[config.mk]
export PLATFORM = sky130hd
export DESIGN_NAME = lcd_bus_responder
export DESIGN_NICKNAME = d
export VERILOG_FILES = /design/src/rtl/lcd_bus_responder.sv
export SDC_FILE = /design/constraint.sdc
export NUM_CORES = 1
export LEC_CHECK = 0
export ABC_AREA = 1
export BUFFER_PORTS_ARGS = -buffer_cell sky130_fd_sc_hd__buf_2
export CORE_MARGIN = 2
export CORE_UTILIZATION = 45
export DETAILED_ROUTE_END_ITERATION = 8
export PLACE_DENSITY_LB_ADDON = 0.05
export SYNTH_ARGS = -nofsm -noshare
export SYNTH_HDL_FRONTEND = slang
export SYNTH_SLANG_ARGS = --single-unit
[constraint.sdc]
create_clock -name clk -period 2.8 [get_ports clk]
set_input_delay 0.28 -clock clk [delete_from_list [all_inputs] [get_ports clk]]
set_output_delay 0.28 -clock clk [all_outputs]
set_load 0.005 [all_outputs]
[src/rtl/lcd_bus_responder.sv]
// Display end of an HD44780-style parallel LCD bus: decodes controller writes, keeps a
// 2x16 DDRAM image, serves status/data reads and exposes the text on a side port.
module lcd_bus_responder #(
  parameter int CMD_BUSY_CYCLES   = 2000,
  parameter int CLEAR_BUSY_CYCLES = 76000
) (
  input  logic       clk,
  input  logic       reset,
  input  logic [7:0] lcd_data_in,
  input  logic       lcd_rs,
  input  logic       lcd_rw,
  input  logic       lcd_en,
  output logic [7:0] lcd_data_out,
  output logic       lcd_data_oe,
  input  logic [4:0] rd_addr,
  output logic [7:0] rd_char,
  output logic [6:0] cursor_addr,
  output logic       busy,
  output logic       display_on,
  output logic       func_8bit,
  output logic       func_2line,
  output logic       entry_inc,
  output logic       wr_strobe,
  output logic       cmd_strobe,
  output logic       protocol_err
);
  localparam int MAX_BUSY = (CMD_BUSY_CYCLES > CLEAR_BUSY_CYCLES) ? CMD_BUSY_CYCLES : CLEAR_BUSY_CYCLES;
  localparam int CW = $clog2(MAX_BUSY + 1);
  localparam logic [CW-1:0] CMD_LOAD   = CW'(CMD_BUSY_CYCLES - 1);
  localparam logic [CW-1:0] CLEAR_LOAD = CW'(CLEAR_BUSY_CYCLES - 1);

  typedef enum logic {ST_IDLE, ST_BUSY} state_t;

  state_t        state, state_next;
  logic [CW-1:0] cnt, cnt_next;

  logic       rs_q, rw_q, en_q;
  logic [7:0] data_q;
  logic [7:0] ddram [32];

  logic       txn, wr_txn, busy_hold, accept, clear_cmd, ac_valid;
  logic [4:0] ac_index;
  logic [7:0] ac_byte;

  // Address counter step with the two-line wrap points of a 2x16 panel.
  function automatic logic [6:0] ac_step(input logic [6:0] ac, input logic up);
    logic [6:0] r;
    if (up) begin
      if (ac == 7'h27)      r = 7'h40;
      else if (ac == 7'h67) r = 7'h00;
      else                  r = ac + 7'd1;
    end else begin
      if (ac == 7'h00)      r = 7'h67;
      else if (ac == 7'h40) r = 7'h27;
      else                  r = ac - 7'd1;
    end
    return r;
  endfunction

  assign txn       = en_q & ~lcd_en;
  // A busy period ending on this edge no longer blocks a write arriving on it.
  assign busy_hold = (state == ST_BUSY) && (cnt != '0);
  assign wr_txn    = txn & ~rw_q;
  assign accept    = wr_txn & ~busy_hold;
  assign clear_cmd = ~rs_q && (data_q[7:2] == 6'd0) && (data_q[1:0] != 2'd0);
  assign ac_valid  = (cursor_addr[5:4] == 2'b00);
  assign ac_index  = {cursor_addr[6], cursor_addr[3:0]};
  assign ac_byte   = ac_valid ? ddram[ac_index] : 8'h20;
  assign busy      = (state == ST_BUSY);

  always_comb begin
    state_next = state;
    cnt_next   = cnt;
    if (state == ST_BUSY) begin
      if (cnt == '0) state_next = ST_IDLE;
      else           cnt_next   = cnt - 1'b1;
    end
    if (accept) begin
      state_next = ST_BUSY;
      cnt_next   = clear_cmd ? CLEAR_LOAD : CMD_LOAD;
    end
  end

  always_ff @(posedge clk) begin
    if (reset) begin
      state <= ST_IDLE;
      cnt   <= '0;
    end else begin
      state <= state_next;
      cnt   <= cnt_next;
    end
  end

  always_ff @(posedge clk) begin
    if (reset) begin
      rs_q         <= 1'b0;
      rw_q         <= 1'b0;
      en_q         <= 1'b0;
      data_q       <= 8'h00;
      cursor_addr  <= 7'h00;
      display_on   <= 1'b0;
      func_8bit    <= 1'b1;
      func_2line   <= 1'b0;
      entry_inc    <= 1'b1;
      wr_strobe    <= 1'b0;
      cmd_strobe   <= 1'b0;
      protocol_err <= 1'b0;
      lcd_data_out <= 8'h00;
      lcd_data_oe  <= 1'b0;
      rd_char      <= 8'h20;
      for (int i = 0; i < 32; i++) ddram[i] <= 8'h20;
    end else begin
      rs_q         <= lcd_rs;
      rw_q         <= lcd_rw;
      en_q         <= lcd_en;
      data_q       <= lcd_data_in;
      wr_strobe    <= 1'b0;
      cmd_strobe   <= 1'b0;
      protocol_err <= wr_txn & busy_hold;
      rd_char      <= ddram[rd_addr];
      lcd_data_oe  <= lcd_en & lcd_rw;
      if (lcd_en && lcd_rw) lcd_data_out <= lcd_rs ? ac_byte : {busy, cursor_addr};
      else                  lcd_data_out <= 8'h00;

      if (txn && rw_q && rs_q) cursor_addr <= ac_step(cursor_addr, entry_inc);

      if (accept && rs_q) begin
        wr_strobe <= 1'b1;
        if (ac_valid) ddram[ac_index] <= data_q;
        cursor_addr <= ac_step(cursor_addr, entry_inc);
      end

      if (accept && !rs_q) begin
        cmd_strobe <= 1'b1;
        casez (data_q)
          8'b1???????: cursor_addr <= data_q[6:0];
          8'b01??????: begin end
          8'b001?????: begin
            func_8bit  <= data_q[4];
            func_2line <= data_q[3];
          end
          8'b0001????: if (!data_q[3]) cursor_addr <= ac_step(cursor_addr, data_q[2]);
          8'b00001???: display_on <= data_q[2];
          8'b000001??: entry_inc <= data_q[1];
          8'b0000001?: cursor_addr <= 7'h00;
          8'b00000001: begin
            for (int i = 0; i < 32; i++) ddram[i] <= 8'h20;
            cursor_addr <= 7'h00;
            entry_inc   <= 1'b1;
          end
          default: begin end
        endcase
      end
    end
  end
endmodule
After elaboration in Yosys (flattened, before gate mapping)
Memories as Yosys holds them, arrays and structs flattened. A register that Yosys moved wholly into a read port is not among the register bits.
Index checks and enable logic that the tools add are counted.
Word-level totals
  flip-flop bits (word level): 52
  memory bits (writable): 256
  output and inout port bits: 32
  logic and storage cells: 165
  memories: 1
Memories
  ddram: words 32, bits a word 8, read ports 2, clocked after Yosys merged registers in 2, write ports 32, RTL line 39  | logic [7:0] ddram [32];
Operators by class
  add/sub/neg operators: 3
  equal/unequal tests: 10
  mux-type cells: 69
  bitwise operators: 42
  reductions and logical operators: 24
Operators with widths (count)
  2-to-1 mux 8 bit: 35
  2-to-1 mux 7 bit: 10
  2-to-1 mux 17 bit: 4
  OR 1 bit: 32
  one-hot mux 7 bit (3 select lines): 1
  zero test 17 bit: 1
  nonzero test 17 bit: 1
  subtractor 17 x 1 -> 17 bit, second input constant: 1
  2-to-1 mux 1 bit: 16
  equality test 7 bit, second input constant: 2
  2-to-1 mux 5 bit: 2
  equality test 8 x 1 -> 1 bit, second input constant: 1
  logical AND 1 bit: 8
  AND reduction 2 bit: 4
  OR reduction 8 bit: 1
  adder 7 x 1 -> 7 bit, second input constant: 1
  equality test 7 x 1 -> 1 bit, second input constant: 1
  equality test 7 x 6 -> 1 bit, second input constant: 1
  zero test 7 bit: 1
  subtractor 7 x 1 -> 7 bit, second input constant: 1
  equality test 6 x 1 -> 1 bit, second input constant: 1
  zero test 6 bit: 1
  nonzero test 2 bit: 3
  bitwise AND 1 bit: 5
  9 further kinds: 14

Depth between registers and ports, before layout
Gate-level depths: netlist of run 1.
  depth in word-level cells: 10
  depth in mapped cells: 15

Least setup slack after synthesis of run 1
OpenSTA, ideal clock, no wires.
  path type: reg-to-reg
  start point: reg cursor_addr[0]
  end point: mem ddram[0][0] (enable)
  arrival: 2021 ps
  required time: 2471 ps
  path slack: 450 ps
  cell stages (with the launch flop): 9
  path buffers: 2
  path through: dfxtp_1 inv_1 clkbuf_1 clkbuf_1 ha_1 inv_1 nor2_1 nand3_1 nand2_1
RTL lines
  start: declaration: RTL line 17  | output logic [6:0] cursor_addr,
  start signal: assignment: RTL line 125  | if (txn && rw_q && rs_q) cursor_addr <= ac_step(cursor_addr, entry_inc);
  start signal: assignment: RTL line 130  | cursor_addr <= ac_step(cursor_addr, entry_inc);
  end: declaration: RTL line 39

==> results of run 1 <==
==> logic make-up (layout without fill, tap and decap cells) <==
kind of cell             count (synthesis)  count (layout)  share of synthesized area
AO/OA/AOI/OAI                          506             506                      0.169
XOR/XNOR                                 8               8                    0.00416
adder cells (fa/ha/maj)                  7               7                    0.00520
flip-flops                             316             316                      0.528
buffers and inverters                  259             328                     0.0597
AND/OR/NAND/NOR                        952             952                      0.234
==> cells in the mapped netlist, types with 14 or more instances <==
| cell type | instances |
|---|---|
| nor2_1 | 524 |
| a21oi_1 | 86 |
| edfxtp_1 | 256 |
| nand2_1 | 234 |
| clkbuf_1 | 126 |
| o211ai_1 | 43 |
| buf_1 | 14 |
| o221ai_1 | 35 |
| inv_1 | 101 |
| o21ai_0 | 294 |
| o22ai_1 | 31 |
| dfxtp_1 | 60 |
| nand3_1 | 150 |
==> how the worst max path moves through the flow <==
stage               cells past startpoint      endpoint  slack [ps]           start
finish                                 15  ddram[12][3]         330          cnt[0]
global route                           15  ddram[12][7]          90          cnt[0]
CTS                                    15  ddram[12][7]         310          cnt[0]
detailed placement                     15  ddram[12][2]         320          cnt[0]
global placement                       15  ddram[19][0]         380          cnt[0]
floorplan                               8   ddram[0][0]         450  cursor_addr[0]
==> flip-flops by register name, summed over array words and instances (netlist names), 7 cells and up <==
signal,count
lcd_data_out,8
ddram,256
rd_char,8
cnt,17
cursor_addr,7
data_q,8
==> metrics by stage <==
stage          total power, uW   util  hold WS [ps]
4_1_cts                  11200  0.522           121
3_5_place_dp              6690  0.489           468
3_3_place_gp              6670  0.489           453
6_report                 11100  0.522           141
5_1_grt                  11500  0.522           142
2_1_floorplan             6190      -           375
==> per-layer routing <==
layer,vias up,global-route usage,share of wire
li1,7137,-,-
met1,7529,0.425,0.41
met2,750,0.497,0.47
met3,120,0.0393,0.079
met4,0,0.125,0.038
met5,-,0,0
==> cells in the final DEF, fill, tap and decap left out, types with 4 or more instances in the layout <==
master,count
o221ai_1,35
nor2_4,4
clkbuf_1,6
a2bb2oi_1,6
inv_1,100
clkbuf_16,38
clkinv_1,13
nand4_1,8
nand2_2,5
clkinv_2,12
nor2_1,524
dlygate4sd3_1,10
o211ai_1,43
ha_1,7
nand3_1,150
buf_2,48
a21oi_1,86
o22ai_1,31
xor2_1,5
buf_4,80
edfxtp_1,256
buf_12,14
nand2_1,234
dfxtp_1,58
nor3_1,7
a31oi_1,4
o21ai_0,294
nand2_4,9
==> area by class of cell <==
type	count	area share
multi-input cells	1473	0.363
inverters	112	0.0220
repair buffers	152	0.0636
flip-flops and latches	316	0.464
clock buffers	44	0.0507
well taps	468	0.0305
clock inverters	20	0.00685
==> power by group through the flow <==
| stage | sequential [uW] | clock [uW] | combinational (uW) |
|---|---|---|---|
| floorplan | 5390 | 0 | 803 |
| CTS | 5340 | 4560 | 1260 |
| finish | 5340 | 4490 | 1280 |
| global route | 5360 | 4730 | 1400 |
| detailed placement | 5440 | 0 | 1250 |
| global placement | 5430 | 0 | 1240 |
==> worst reg2reg max path, cell delays in order, from the launching register on <==
cell,delay (ps)
dfxtp_1,310
inv_1,100
ha_1,150
inv_1,40
nor2_1,80
nand2_1,50
nor2_1,110
nand2_2,90
nand2_4,80
nand2_4,60
nor3_4,200
nand2_4,130
nor2_4,120
buf_12,170
nand2_2,80
nand2_1,360
==> what timing repair did <==
item / 4_1_cts / 5_1_grt
resized for setup: 0 / 0
hold buffers: 10 / 0
hold endpoints to repair: 10 / 0
==> reports/metrics.cfg, run 1 <==
[placed_design]
dpl_cell_area_sq_um = 18000
dp.cells = 2511
dpl.hpwl_um = 39200
port_buffers = 49
pre_cts_slack_ps = 315
place_congestion = 0.888

[critical_path]
cp_slowest_cell = nand2_1
max_stage_delay_ps = 360
reg2reg_from = cnt[0]
reg2regPathDepth = 15
end_kind = register
worstSetupPathType = reg -> reg
path_buf_inv = 3
critPathLaunchType = register
cp_top_family = simple AND/OR/NAND/NOR gates
required_ps = 2980
cp.arrival_ps = 2650
worstReg2RegEnd = ddram[12][3]
r2r_slack_ps = 330
crit_path_frequent_cell = nand2_4
worst-path-max-fanout = 12
path_cells = inv_1 -> ha_1 -> inv_1 -> nor2_1 -> nand2_1 -> nor2_1 -> nand2_2 -> nand2_4 -> nand2_4 -> nor3_4 -> nand2_4 -> nor2_4 -> buf_12 -> nand2_2 -> nand2_1

[pwr]
p_comb_frac = 0.115
ir_drop_mv = 0.412
p_sw_frac = 0.265
intPower_uw = 8170
p_switching_uw = 2950
sequentialPowerShare = 0.480
clock_power_share = 0.404
power.density_nw_per_um2 = 579
leakagePower_uw = 0.00744

[timing]
slew_violations = 0
hold_viol_final = 0
max_freq_mhz = 405
fin_skew_ps = 12.5
setup_ws_ps = 330
min_period_over_period = 0.882
tightest_slew_ps = 1020
min_period_ps = 2470
setup_viol = 0
rsz0062_at_grt = false
relSlewSlack = 0.316
tns_ps = 0

[cts]
clock_sinks = 316
postCtsSetupRepairBufs = 0
cts_max_level = 2
cts_tree = built
clock_latency_ps = 530
cts_buffer_depth = 3
numCtsBuffers = 37
root_buffer = clkbuf_16
clkTransAtPathRegs_ps = 60

[floorplanning]
io_pins = 50
die_x_um = 198
fp-row-count = 70
core_area_sq_um = 36800
dieArea_sq_um = 39000
initial_core_util = 0.458
dieHeight_um = 198

[final_layout]
fillers = 3495
area_growth_pct = 13.9
drive_gt1_frac = 0.106
stdcell_count = 2585
nets = 2117
final_cell_area_sq_um = 19200
multi_input_area_sq_um = 6960
seqCellArea_sq_um = 8900
diodes = 0

[detailed_routing]
drc = 0
routed_wl_um = 59700
via_count = 15500
antenna_left = 0
detail_route.wl_per_cell_um = 23.1
dr.pass1.iters = 6
drtIter0Drc = 1569
vias_per_cell = 6.01

[min_path]
whs_endpoint = wr_strobe
min_from = reset
whs_path_depth = 3
hold_path.class = in -> reg

[synthesis]
synth_cell_types = 37
postSynthCellCount = 2048
yosysSeqAreaShare = 0.528
synth.largest_area_cell = edfxtp_1
syn_nets = 2073
yosys-top-cells-area = edfxtp_1 (46%), nor2_1 (12%), o21ai_0 (8.7%)
ys_warn_count = 0
synth_top_area_frac = 0.456
synth_seq_cells = 316
postSynth.asyncResetShare = 0
syn_avg_cell_area_sq_um = 8.23
synth_edf_count = 256
synthFlopType = edfxtp_1
netlist_area_sq_um = 16800

[global_route]
grt_pass1_vias = 14500
grt_pass1_wl_um = 90200
overflow = 0
grt_use_total = 0.309
grt_max_degree = 112
antenna_found_initial = 0

[job]
maxCapViolations = 0

[run_status]
status = finished clean

(Power assumes the default switching activity.)
==> run 2: changes to the inputs <==
Settings changed: ABC_AREA 1 to not set, CORE_MARGIN 2 to not set.
==> run 2 against run 1 <==
The flow now finishes with violations (setup timing). Die area decreased by 0.60%. Global-route usage decreased by 4.0 points. Combinational power increased by 5%. Register-to-register slack got worse by 350 ps. Critical path depth decreased by 8. Sequential share of layout area decreased by 3.6 points. Clock power increased by 7.3%. Largest power group unchanged. Non-clock buffer count increased by 51. Final cell count decreased by 26%.
==> reports/metrics.cfg, run 2 <==
[run_status]
status = finished, violations left
violations = setup timing

[pwr]
p_comb_frac = 0.116
ir_drop_mv = 0.438
clock_power_share = 0.420
leakagePower_uw = 0.00702
sequentialPowerShare = 0.464
p_switching_uw = 2820
finalPower_uw = 11500
intPower_uw = 8670
p_sw_frac = 0.245
power.density_nw_per_um2 = 552

[cts]
clock_sinks = 316
clkTransAtPathRegs_ps = 60
cts_tree = built
cts_buffer_depth = 3
cts_max_level = 2
numCtsBuffers = 38
root_buffer = clkbuf_16
clock_latency_ps = 560

[final_layout]
layout_commonest_cell = edfxtp_1
area_growth_pct = 21.8
diodes = 0
largest_reg_flops = 256
nets = 1395
layout_common_cells = edfxtp_1 (256), and2_1 (163), mux4_2 (158)
fillers = 3109
drive_gt1_frac = 0.375
regMostFlops = ddram
reg.largest.list = ddram: 256 flops, cnt: 17 flops

[timing]
whs_ps = 72.4
max_freq_mhz = 355
rsz0062_at_grt = true
slew_violations = 0
setup_ws_ps = -19.7
hold_viol_final = 0
tightest_slew_ps = 771
min_period_ps = 2820
fin_skew_ps = 28.4
setup_viol = 31
min_period_over_period = 1.01
relSlewSlack = 0.479

[critical_path]
reg2reg_from = cnt[11]
critPathLaunchType = register
path_cells = or4_4 -> or4_4 -> a21oi_4 -> buf_12 -> nand3_4 -> buf_12 -> o21ai_4
cp.arrival_ps = 3030
end_kind = register
reg2regPathDepth = 7
max_stage_delay_ps = 610
worstReg2RegEnd = ddram[14][4]
path_buf_inv = 2
required_ps = 3010
cp_slowest_cell = or4_4
r2r_slack_ps = -20
worstSetupPathType = reg -> reg
cp_top_family = simple AND/OR/NAND/NOR gates
worst-path-max-fanout = 9

[job]
maxCapViolations = 0

[detailed_routing]
dr.pass1.iters = 5
via_count = 11500
drtIter0Drc = 859
antenna_left = 0
detail_route.wl_per_cell_um = 26.9
vias_per_cell = 6.02
drc = 0
routed_wl_um = 51400

[synthesis]
synth_top_area_frac = 0.450
synthFlopType = edfxtp_1
synthTopCellsByCount = edfxtp_1 (256), and2_1 (163), mux4_2 (158), clkbuf_1 (88), nor2_1 (64)
synth_cell_types = 72
synth_seq_cells = 316
synth.largest_area_cell = edfxtp_1
netlist_area_sq_um = 17100
ys_warn_count = 0
synth_edf_count = 256
yosys-top-cells-area = edfxtp_1 (45%), mux4_2 (21%), dfxtp_1 (7.0%)
syn_avg_cell_area_sq_um = 13.7
yosysMostFrequentCell = edfxtp_1
syn_nets = 1277
postSynthCellCount = 1252
yosysSeqAreaShare = 0.520
postSynth.asyncResetShare = 0

[floorplanning]
core_area_sq_um = 37500
die_x_um = 197
dieArea_sq_um = 38800
initial_core_util = 0.456
fp-row-count = 71
io_pins = 50
dieHeight_um = 197

[global_route]
overflow = 0
antenna_found_initial = 0
grt_pass1_vias = 11300
grt_pass1_wl_um = 75700
grt_max_degree = 75
grt_use_total = 0.269

[min_path]
whs_path_depth = 2
whs_endpoint = rs_q
min_from = lcd_rs
hold_path.class = in -> reg

[placed_design]
port_buffers = 49
dpl.hpwl_um = 34600
place_congestion = 0.868

==> run 2: worst max path at each step <==
stage	from	end	slack, ps	cells after the start
final	cnt[11]	ddram[14][4]	-20	7
after global routing	cnt[6]	ddram[10][2]	-80	7
after CTS	cnt[8]	ddram[10][5]	-30	7
after detailed placement	cnt[1]	ddram[27][7]	-170	11
after global placement	cnt[1]	ddram[27][6]	-130	11
after floorplan	cnt[0]	ddram[22][0]	-90	9
==> run 2: through the flow <==
stage | cells | utilization | setup TNS (ps) | setup slack, ps | instance area (sq um)
after detailed placement | 1794 | 0.504 | -21110 | -175 | 18900
after CTS | 1889 | 0.545 | -247 | -34.4 | 20400
after global placement | 1794 | 0.504 | -16930 | -128 | 18900
after floorplan | 1252 | - | -16770 | -85.1 | 17600
final | 1909 | 0.555 | -244 | -19.7 | 20800
after global routing | 1909 | 0.555 | -9610 | -83.4 | 20800
==> run 2: layout make-up <==
| cell class | instances | area (sq um) | share of cell area |
|---|---|---|---|
| inverter | 12 | 45.0 | 0.00216 |
| sequential | 316 | 8900 | 0.427 |
| clock inverter | 20 | 173 | 0.00829 |
| clock buffer | 48 | 1020 | 0.0490 |
| tap | 511 | 639 | 0.0307 |
| multi-input combinational | 799 | 8130 | 0.390 |
| timing repair buffer | 203 | 1910 | 0.0919 |
==> run 2: repair_timing <==
action	CTS	global route
resized for setup	10	39
endpoints found under the hold margin	10	0
pin swaps	16	24
buffers inserted	17	15
hold buffers	10	0
endpoints found under the setup margin	368	376
cloned	0	5
==> run 2: logic make-up after synthesis <==
logic type,after synthesis,synth area share
AOI/OAI and AO/OA,152,0.0599
DFF,316,0.520
muxes,170,0.215
xor gates and xnor gates,7,0.00359
adders and majority gates,7,0.00512
and+or+nand+nor,463,0.162
buffers and inverters,137,0.0337
==> run 2: routing by layer <==
metal | share of wire | global-route usage | up-vias | routed length [um]
li1 | - | - | 5103 | -
met1 | 0.43 | 0.376 | 5907 | 22000
met2 | 0.48 | 0.433 | 400 | 24800
met3 | 0.063 | 0.0474 | 74 | 3240
met4 | 0.025 | 0.0769 | 2 | 1270
met5 | 0.00064 | 0 | - | 33
==> run 2: worst reg2reg max path, delay by kind of cell (launching register included) <==
kind / cells / cell delay (ps)
buffers and inverters: 2 / 360
AOI/OAI and AO/OA: 2 / 490
and+or+nand+nor: 3 / 1310
DFF: 1 / 320
==> run 2: power by group through the flow <==
stage	Clock, uW	Sequential, uW	Combinational [uW]
floorplan	0	5370	813
global placement	0	5420	1260
detailed placement	0	5420	1270
CTS	4890	5330	1320
global route	5090	5340	1420
finish	4820	5330	1340
==> run 3: changes to the inputs <==
==> constraint.sdc (replaced) <==
create_clock -name clk -period 2.8 [get_ports clk]
set_input_delay 0.42 -clock clk [delete_from_list [all_inputs] [get_ports clk]]
set_output_delay 0.42 -clock clk [all_outputs]
set_load 0.005 [all_outputs]
==> run 3 against run 2 <==
Highest routed layer unchanged. The flow still finishes with violations (setup timing). Routed wire length is 0.51% higher. Count of clock-buffer cells in the layout is 2 higher. Cell area is 0.29% lower. Core utilization is 0.16 points lower. Flip-flop and latch count stayed put.
==> reports/metrics.cfg, run 3 (same netlist as run 2, synthesis figures left out) <==
[run_status]
status = finished, violations left
violations = setup timing

[final_layout]
nets = 1393
utilization = 0.554
largest_reg_flops = 256
area_growth_pct = 21.4
drive_gt1_frac = 0.378
multi_input_area_sq_um = 8130
stdcell_count = 1905
layout_common_cells = edfxtp_1 (256), and2_1 (162), mux4_2 (158)
regMostFlops = ddram
seqCellArea_sq_um = 8900
layout_commonest_cell = edfxtp_1
diodes = 0
reg.largest.list = ddram: 256 flops, cnt: 17 flops
fillers = 3128

[timing]
rsz0062_at_grt = true
slew_violations = 0
fin_skew_ps = 17.0
setup_viol = 102
whs_ps = 81.1
min_period_ps = 2850
tightest_slew_ps = 830
min_period_over_period = 1.02
hold_viol_final = 0
relSlewSlack = 0.447
max_freq_mhz = 351
setup_ws_ps = -47.9

[cts]
numCtsBuffers = 38
cts_hold_buf = 0
cts_buffer_depth = 3
clkTransAtPathRegs_ps = 60
clock_sinks = 316
cts_max_level = 2
clock_latency_ps = 560
cts_tree = built
root_buffer = clkbuf_16

[global_route]
overflow = 0
grt_pass1_wl_um = 75600
grt_max_degree = 45
antenna_found_initial = 1
grt_use_total = 0.272
grt_pass1_vias = 11200

[placed_design]
port_buffers = 49
place_congestion = 0.881
pre_cts_slack_ps = -112
dpl.hpwl_um = 35400
dp.cells = 1807

[detailed_routing]
drc = 0
drtIter0Drc = 930
detail_route.wl_per_cell_um = 27.1
antenna_left = 0
dr.pass1.iters = 6
vias_per_cell = 6.01
via_count = 11500
routed_wl_um = 51700

[critical_path]
critPathLaunchType = register
end_kind = register
worst-path-max-fanout = 7
r2r_slack_ps = -50
required_ps = 3060
reg2regPathDepth = 8
worstReg2RegEnd = ddram[14][7]
reg2reg_from = cnt[6]
worstSetupPathType = reg -> reg
cp.arrival_ps = 3110

[floorplanning]
initial_core_util = 0.456
fp-row-count = 71
dieHeight_um = 197
die_x_um = 197
dieArea_sq_um = 38800
io_pins = 50
core_area_sq_um = 37500

[pwr]
finalPower_uw = 11400
power.density_nw_per_um2 = 548
ir_drop_mv = 0.482
leakagePower_uw = 0.00697

[job]
maxCapViolations = 0

[min_path]
whs_path_depth = 2
hold_path.class = in -> reg
min_from = lcd_data_in[2]
whs_endpoint = data_q[2]

[run 3: cell types whose count changed in the layout (fill, tap and decap cells not counted), moves of 3 or more]
cell,change
dlygate4sd3_1,-10
buf_4,+7
nor2_1,+5
nor2_2,-5
clkinv_1,-4
clkbuf_1,+3
[run 3: stage by stage]
step / TNS, ps / instance area [sq um]
5_1_grt: -15710 / 20800
3_3_place_gp: -8890 / 19000
2_1_floorplan: -16770 / 17600
4_1_cts: -5170 / 20400
6_report: -1620 / 20800
3_5_place_dp: -14790 / 19000
[run 3: final cells by class]
class	count	area share
well taps	511	0.0308
inverters	12	0.00217
flip-flops and latches	316	0.429
multi-input cells	799	0.392
clock inverters	16	0.00639
clock buffers	50	0.0490
repair buffers	201	0.0911
[run 3: layer usage]
metal / wire (um) / GRT usage
met1: 21600 / 0.367
met3: 3570 / 0.0546
met5: 8 / 0
met2: 25000 / 0.439
met4: 1540 / 0.0907
[run 3: worst max path at each step]
stage | from | to | slack (ps) | cells after the start
after CTS | cnt[6] | ddram[8][6] | -60 | 8
final | cnt[6] | ddram[14][7] | -50 | 8
after global placement | cnt[1] | ddram[27][7] | -80 | 9
after global routing | cnt[6] | ddram[14][1] | -90 | 8
after detailed placement | cnt[1] | ddram[23][5] | -110 | 9
after floorplan | cnt[0] | ddram[22][0] | -90 | 9
[run 3: repair_timing]
action,in CTS,in global routing
cloned,2,5
setup buffers,14,12
setup endpoints to repair,356,356
gates resized for setup,16,33
pin swaps,16,13
[run 3: critical path, stage by stage, from the launching register on]
cell and delay [ps]:
dfxtp_2 320, or4_4 560, or4_4 600, a211oi_4 300
a41oi_4 170, buf_6 200, clkbuf_16 180, o21ai_4 80
buf_12 150
[run 3: power breakdown]
part,leakage [uW],internal [uW],total (uW),switching (uW)
clock network,0.000558,2730,4690,1950
registers,0.00302,5220,5320,103
logic,0.00339,603,1360,755
